File: src/rtl/cordic_vectoring.sv
// Sequential vectoring-mode CORDIC: (X, Y) -> atan2(Y, X) and gain-corrected magnitude.
// One micro-rotation per clock behind a start/done handshake.
module cordic_vectoring #(
    parameter int          ITER = 8,
    parameter logic [31:0] GAIN = 32'h26DD3B6A
) (
    input  logic        clock,
    input  logic        reset_n,
    input  logic        start,
    input  logic [31:0] vec_x,
    input  logic [31:0] vec_y,
    output logic        busy,
    output logic        done,
    output logic        err,
    output logic [31:0] angle,
    output logic [31:0] mag
);

    typedef enum logic [1:0] {IDLE, ROT, SCALE} stateT;

    stateT state, stateNext;

    logic signed [34:0] x, y, z;
    logic [2:0]         iter;

    function automatic logic signed [34:0] toTwos(input logic [31:0] v);
        logic signed [34:0] m;
        m = {4'b0, v[30:0]};
        return v[31] ? -m : m;
    endfunction

    function automatic logic signed [34:0] atanRom(input logic [2:0] i);
        logic [31:0] a;
        case (i)
            3'd0:    a = 32'h3243F6A8;
            3'd1:    a = 32'h1DAC6705;
            3'd2:    a = 32'h0FADBAFC;
            3'd3:    a = 32'h07F56EA6;
            3'd4:    a = 32'h03FEAB76;
            3'd5:    a = 32'h01FFD55B;
            3'd6:    a = 32'h00FFFAAA;
            default: a = 32'h007FFF55;
        endcase
        return {3'b0, a};
    endfunction

    logic               domainErr;
    logic               lastIter;
    logic signed [34:0] dx, dy;
    logic signed [69:0] prod, prodSh;
    logic [30:0]        zAbs;
    logic [31:0]        angleNext, magNext;

    assign domainErr = vec_x[31] && (vec_x[30:0] != 31'd0);
    assign lastIter  = (iter == 3'(ITER - 1));
    assign dx        = x >>> iter;
    assign dy        = y >>> iter;

    // x is non-negative after the first rotation, so a negative product
    // can only come from corrupted state and is clamped to zero.
    assign prod   = 70'(x) * 70'($signed({3'b0, GAIN}));
    assign prodSh = prod >>> 30;
    assign zAbs   = 31'(z[34] ? -z : z);

    always_comb begin
        magNext   = 32'h0;
        angleNext = 32'h0;
        if (prod[69])
            magNext = 32'h0;
        else if (prodSh > 70'sd2147483647)
            magNext = 32'h7FFFFFFF;
        else
            magNext = {1'b0, 31'(prodSh)};
        if (zAbs != 31'd0)
            angleNext = {z[34], zAbs};
    end

    always_ff @(posedge clock or negedge reset_n) begin
        if (!reset_n)
            state <= IDLE;
        else
            state <= stateNext;
    end

    always_comb begin
        stateNext = state;
        unique case (state)
            IDLE:    if (start && !domainErr) stateNext = ROT;
            ROT:     if (lastIter) stateNext = SCALE;
            SCALE:   stateNext = IDLE;
            default: stateNext = IDLE;
        endcase
    end

    always_ff @(posedge clock or negedge reset_n) begin
        if (!reset_n) begin
            x     <= '0;
            y     <= '0;
            z     <= '0;
            iter  <= '0;
            busy  <= 1'b0;
            done  <= 1'b0;
            err   <= 1'b0;
            angle <= '0;
            mag   <= '0;
        end else begin
            done <= 1'b0;
            case (state)
                IDLE: begin
                    if (start) begin
                        if (domainErr) begin
                            err   <= 1'b1;
                            angle <= '0;
                            mag   <= '0;
                            done  <= 1'b1;
                        end else begin
                            x    <= toTwos(vec_x);
                            y    <= toTwos(vec_y);
                            z    <= '0;
                            iter <= '0;
                            busy <= 1'b1;
                            err  <= 1'b0;
                        end
                    end
                end
                ROT: begin
                    if (y[34]) begin
                        x <= x - dy;
                        y <= y + dx;
                        z <= z - atanRom(iter);
                    end else begin
                        x <= x + dy;
                        y <= y - dx;
                        z <= z + atanRom(iter);
                    end
                    iter <= iter + 3'd1;
                end
                SCALE: begin
                    angle <= angleNext;
                    mag   <= magNext;
                    done  <= 1'b1;
                    busy  <= 1'b0;
                end
                default: ;
            endcase
        end
    end

endmodule

File: config.mk
export PLATFORM = sky130hd
export DESIGN_NAME = cordic_vectoring
export DESIGN_NICKNAME = d
export VERILOG_FILES = /design/src/rtl/cordic_vectoring.sv
export SDC_FILE = /design/constraint.sdc
export NUM_CORES = 2
export LEC_CHECK = 0
export CORE_MARGIN = 2
export CORE_UTILIZATION = 30
export CTS_BUF_LIST = sky130_fd_sc_hd__clkbuf_4 sky130_fd_sc_hd__clkbuf_8 sky130_fd_sc_hd__clkbuf_16
export DETAILED_ROUTE_END_ITERATION = 12
export GPL_ROUTABILITY_DRIVEN = 0
export GPL_TIMING_DRIVEN = 0
export HOLD_SLACK_MARGIN = 0.02
export MAX_ROUTING_LAYER = met4
export PLACE_DENSITY = 0.46
export SLEW_MARGIN = 40
export SYNTH_ARGS = -nofsm -noshare
export SYNTH_HDL_FRONTEND = slang
export SYNTH_SLANG_ARGS = --single-unit
export TNS_END_PERCENT = 5
File: constraint.sdc
create_clock -name clock -period 8.85 [get_ports clock]
set_clock_uncertainty 0.05 [all_clocks]
set_input_delay 1.77 -clock clock [delete_from_list [all_inputs] [get_ports clock]]
set_output_delay 1.77 -clock clock [all_outputs]
set_load 0.1 [all_outputs]
# After elaboration in Yosys (flattened, before gate mapping)

Index checks and enable logic that the tools add are counted.

Flip-flop bits (word level): 177
Bits in latches: 0
Bits in writable memories: 0
ROM bits: 0
Input port bits: 67
Output and inout port bits: 67
Word-level logic and storage cells: 91
Memories kept: 0

$add $sub $neg: 10
Multiply operators: 1
Div/mod/pow operators: 0
$lt $le $gt $ge: 1
Eq/ne operators: 14
Shifts and indexed selects: 2
Mux-type cells: 39
Bitwise operators: 0
Reduce and logical (&&, ||, !) cells: 14

Operators with widths:

| kind                     | count |
|---|---|
| $mux W35                 | 11 |
| $mux W32                 | 7 |
| $pmux W30 S7             | 1 |
| $pmux W35 S2             | 3 |
| $pmux W32 S2             | 2 |
| $mux W31                 | 3 |
| $add A35 B35 Y35         | 2 |
| $neg A31 Y35             | 2 |
| $sshr A35 B3 Y35         | 2 |
| $sub A35 B35 Y35         | 2 |
| $mul A35 B30 Y65 const B | 1 |
| $reduce_bool A31 Y1      | 2 |
| $gt A36 B32 Y1 const B   | 1 |
| $add A35 B33 Y35         | 1 |
| $sub A35 B33 Y35         | 1 |
| $neg A31 Y31             | 1 |
| $eq A3 B3 Y1 const B     | 4 |
| $ne A2 B2 Y1 const B     | 5 |
| $reduce_and A3 Y1        | 3 |
| $eq A3 B2 Y1 const B     | 2 |
| $mux W3                  | 2 |
| $pmux W3 S2              | 1 |
| $mux W1                  | 4 |
| $mux W2                  | 2 |
| 12 further kinds         | 16 |

# Depth between registers and ports, before layout

Word-level depth: 7
Mapped depth: 31
Gate-level depth less buffers: 28

# Worst setup path before layout

OpenSTA, ideal clock, no wires.

Kind: flip-flop to flip-flop
Start: register x[34]
End: register mag[28]
Setup time: 126 ps
Data arrival time: 8311 ps
Data required time: 8674 ps
Path slack: 363 ps
Stages on the path, launching flop included: 24
Path buffers: 3
Clock period less this slack: 8487 ps
Path through: dfrtp_1 buf_4 clkinv_1 o21ai_0 fa_1 fa_1 fa_1 fa_1 inv_1 fa_1 inv_1 ha_1 nand4_1 nor3_1 nor3b_1 a21oi_1 o2111a_1 or2_2 o21ai_0 xor2_1 o41a_1 clkbuf_1 buf_2 a221o_1

Cells in the longest elaborated chain, start to end: 5

Ends and longest elaborated chain:

| item                   | line | text |
|---|---|---|
| start, declared        | 23   | `logic signed [34:0] x, y, z;` |
| start signal, assigned | 117  | `x <= toTwos(vec_x);` |
| start signal, assigned | 128  | `x <= x - dy;` |
| start signal, assigned | 132  | `x <= x + dy;` |
| $mul A35 B30 Y65 (*)   | 61   | `assign prod = 70'(x) * 70'($signed({3'b0, GAIN}));` |
| $gt A36 B32 Y1         | 70   | `else if (prodSh > 70'sd2147483647)` |
| $mux W31               | 70   |  |
| $mux W31 (*)           | 68   | `if (prod[69])` |
| $pmux W32 S2 (*)       | 108  | `case (state)` |
| end signal, assigned   | 140  | `mag <= magNext;` |
| end, declared          | 16   | `output logic [31:0] mag` |

Every way passes the cells marked *; elsewhere a longest branch is shown, timed or not.
A chain may end at the register's enable or synchronous reset.

# Final worst setup path

Start: register x[20]
End: register mag[18]

The elaborated chain is that of the path after synthesis.

==> impl_metrics.ini <==
[global_routing]
grt_pass1_vias = 30400
grt.overflow.total = 0
grt_pass1_wl_um = 201000
track_usage_pct = 21.3
antenna_found_initial = 12
grt_max_degree = 70

[route]
drcViolationCount = 0
ant_nets = 0
vias_per_cell = 5.05
wire_per_inst_um = 22.0
met1Wirelength_um = 64100
wirelength_um = 133000
vias = 30400
met2_length_um = 59300
wl_met3_um = 7370
dr.pass1.iters = 6
top_layer = met4
initialDrtViolationCount = 2287

[timing]
tns_ps = 0
finalHoldViolCount = 0
finalWorstPathRequiredPeriod_ps = 8540
worst_pin_slew_ps = 992
drv_slew = 0
max_freq_mhz = 117
finalSetupViolations = 0
relSlewSlack_pct = 32.9
fin_crit_sh_pct = 96.5

[logic_synthesis]
yosysTopAreaCell = fa_1
synth-xor-area-share_pct = 6.95
synth_ff_type = dfrtp_1
synth_compound_area_share_pct = 14.1
yosys.area_share.simple_pct = 9.64
synth_top_family_by_area = adder cells
netlist.area_leader.share_pct = 28.2
yosys-top-cells-area = fa_1, ha_1, dfrtp_1
yosysWarningCount = 0
netlist_area_um2 = 38100
synth_edf_count = 0
synthMuxAreaShare_pct = 5.61
syn_area_per_cell_um2 = 9.17
syn_inst = 4152
async_flop_share_pct = 100
ys_types = 95
ys_ff_latch = 176
ys_seq_area_share_pct = 11.6
syn-num-nets = 5180
synthAdderAreaFrac_pct = 42.1

[worst_setup_path]
cp_max_fo = 8
critPathSlowestCell = o41ai_1
path_depth = 26
r2r_slack_ps = 310
critPathCaptureType = register
crit_family = adder cells
worstSetupPathType = reg -> reg
cp.arrival_ps = 8850
r2r_cells = 26
cp_num_buf_inv = 6
cp.required_ps = 9160
worstSetupEndpoint = mag[18]$_DFFE_PN0P_
worst_r2r_startpoint = x[20]$_DFFE_PN0P_
crit_start = x[20]$_DFFE_PN0P_
reg2reg_to = mag[18]$_DFFE_PN0P_
max_stage_delay_ps = 770
crit_top_cell = fa_1
startpoint_type = register

[die]
core-area_um2 = 126000
fp.dieW_um = 360
std_cell_rows = 130
start_util_pct = 30.3
io_pins = 134
die_y_um = 360
die-area_um2 = 130000

[placed_design]
hpwl_um = 113000
place_area_um2 = 41300
io_buffers = 132

[clocking]
ctsHtreeMaxLevel = 4
cts_tree = built
cts_root_buf = clkbuf_16
clock-sinks = 176
clk_latency_ps = 540
cts_buffers = 17
clk_pin_slew_ps = 90
clk_path_buf_depth = 2

[finish]
finalInstanceArea_um2 = 42600
area.growth.synth_to_final_pct = 11.8
drive_above_1_share_pct = 8.15
layout.nets = 5382
mostFrequentLayoutCell = inv_1
most-common-layout-cells = inv_1, fa_1, ha_1, nand2_1, o21ai_0

[outcome]
status = complete, no violations

[worst_hold_path]
hp-class = reg -> reg

[flow_run]
maxCapViolations = 0
layer usage:
layer,GRT usage [%],vias up
li1,-,14300
met1,30.6,15300
met2,31.9,778
met3,3.14,95
met4,3.99,0
met5,-,-
worst min path at each step:
stage / startpoint / endpoint / depth (start not counted)
finish: angle[23]$_DFFE_PN0P_ / angle[23]$_DFFE_PN0P_ / 2
CTS: angle[18]$_DFFE_PN0P_ / angle[18]$_DFFE_PN0P_ / 2
global placement: angle[26]$_DFFE_PN0P_ / angle[26]$_DFFE_PN0P_ / 2
detailed placement: angle[23]$_DFFE_PN0P_ / angle[23]$_DFFE_PN0P_ / 2
global route: angle[9]$_DFFE_PN0P_ / angle[9]$_DFFE_PN0P_ / 2
floorplan: z[31]$_DFFE_PN0P_ / z[31]$_DFFE_PN0P_ / 2
Yosys cell counts (all sizes together), types with 20 or more instances:
cell type / number
a21o: 78
a21oi: 185
a221o: 27
a31oi: 32
and3: 26
buf: 48
clkbuf: 87
dfrtp: 176
fa: 536
ha: 425
inv: 845
mux2i: 66
mux4: 55
nand2: 258
nand2b: 30
nand3: 67
nand4: 21
nor2: 162
nor2b: 26
nor3: 63
o211ai: 61
o21a: 26
o21ai: 251
o31ai: 43
or3: 20
or4: 23
xnor2: 134
xor2: 168
metrics by stage:
step	utilization (%)	worst slack, ps	std cells	hold slack, ps
2_1_floorplan	-	363	4152	406
3_3_place_gp	33.0	-2750	5934	419
3_5_place_dp	32.8	-875	5938	417
4_1_cts	33.4	43.7	5972	438
5_1_grt	33.9	-28.0	6024	459
6_report	33.9	314	6024	427
worst register-to-register path, cell delays in order, from the launching register on:
cell and delay, ps:
dfrtp_4 570, ha_1 360, inv_1 150, fa_1 510, inv_1 80, fa_1 490, inv_1 60, fa_1 560
inv_1 70, fa_1 530, fa_1 450, fa_1 620, inv_1 80, fa_1 530, inv_1 40, ha_1 330
nand4_1 150, nor3_1 250, a22oi_2 120, nor2_2 180, a21oi_4 120, o2111a_2 350, or2_2 320, o21ai_0 210
xor2_1 120, o41ai_1 770, o311ai_0 270
logic make-up (layout without fill, tap and decap cells):
kind of cell / after synthesis / after routing
simple gates: 758 / 758
fa+ha+maj: 961 / 961
mux: 136 / 136
compound gates: 836 / 836
flops: 176 / 176
buf+inv: 982 / 1197
other cells: 1 / 8
xor+xnor: 302 / 302
what timing repair did:
item,4_1_cts,5_1_grt
setup buffers,2,45
pin swaps,4,5
hold buffers,0,0
resized for setup,39,49
cloned,0,0
setup endpoints to repair,31,32
final cells by class:
cell class	instances	area, µm²
Sequential cell	176	4500
Tap cell	1650	2060
Timing Repair Buffer	183	1480
Clock inverter	15	231
Fill cell	13200	83200
Clock buffer	17	425
Inverter	847	3180
Antenna cell	7	17.5
Multi-Input combinational cell	2994	30000
Buffer	135	661
state kept, by name (all words and copies together) (netlist names):
signal / count
z: 35
busy: 1
x: 35
y: 35
iter: 3
err: 1
state: 2
angle: 32
mag: 31
done: 1
Power is left out: the tool's default activity adds up to more than one toggle a clock period on the data nets, which glitch-free logic cannot reach.
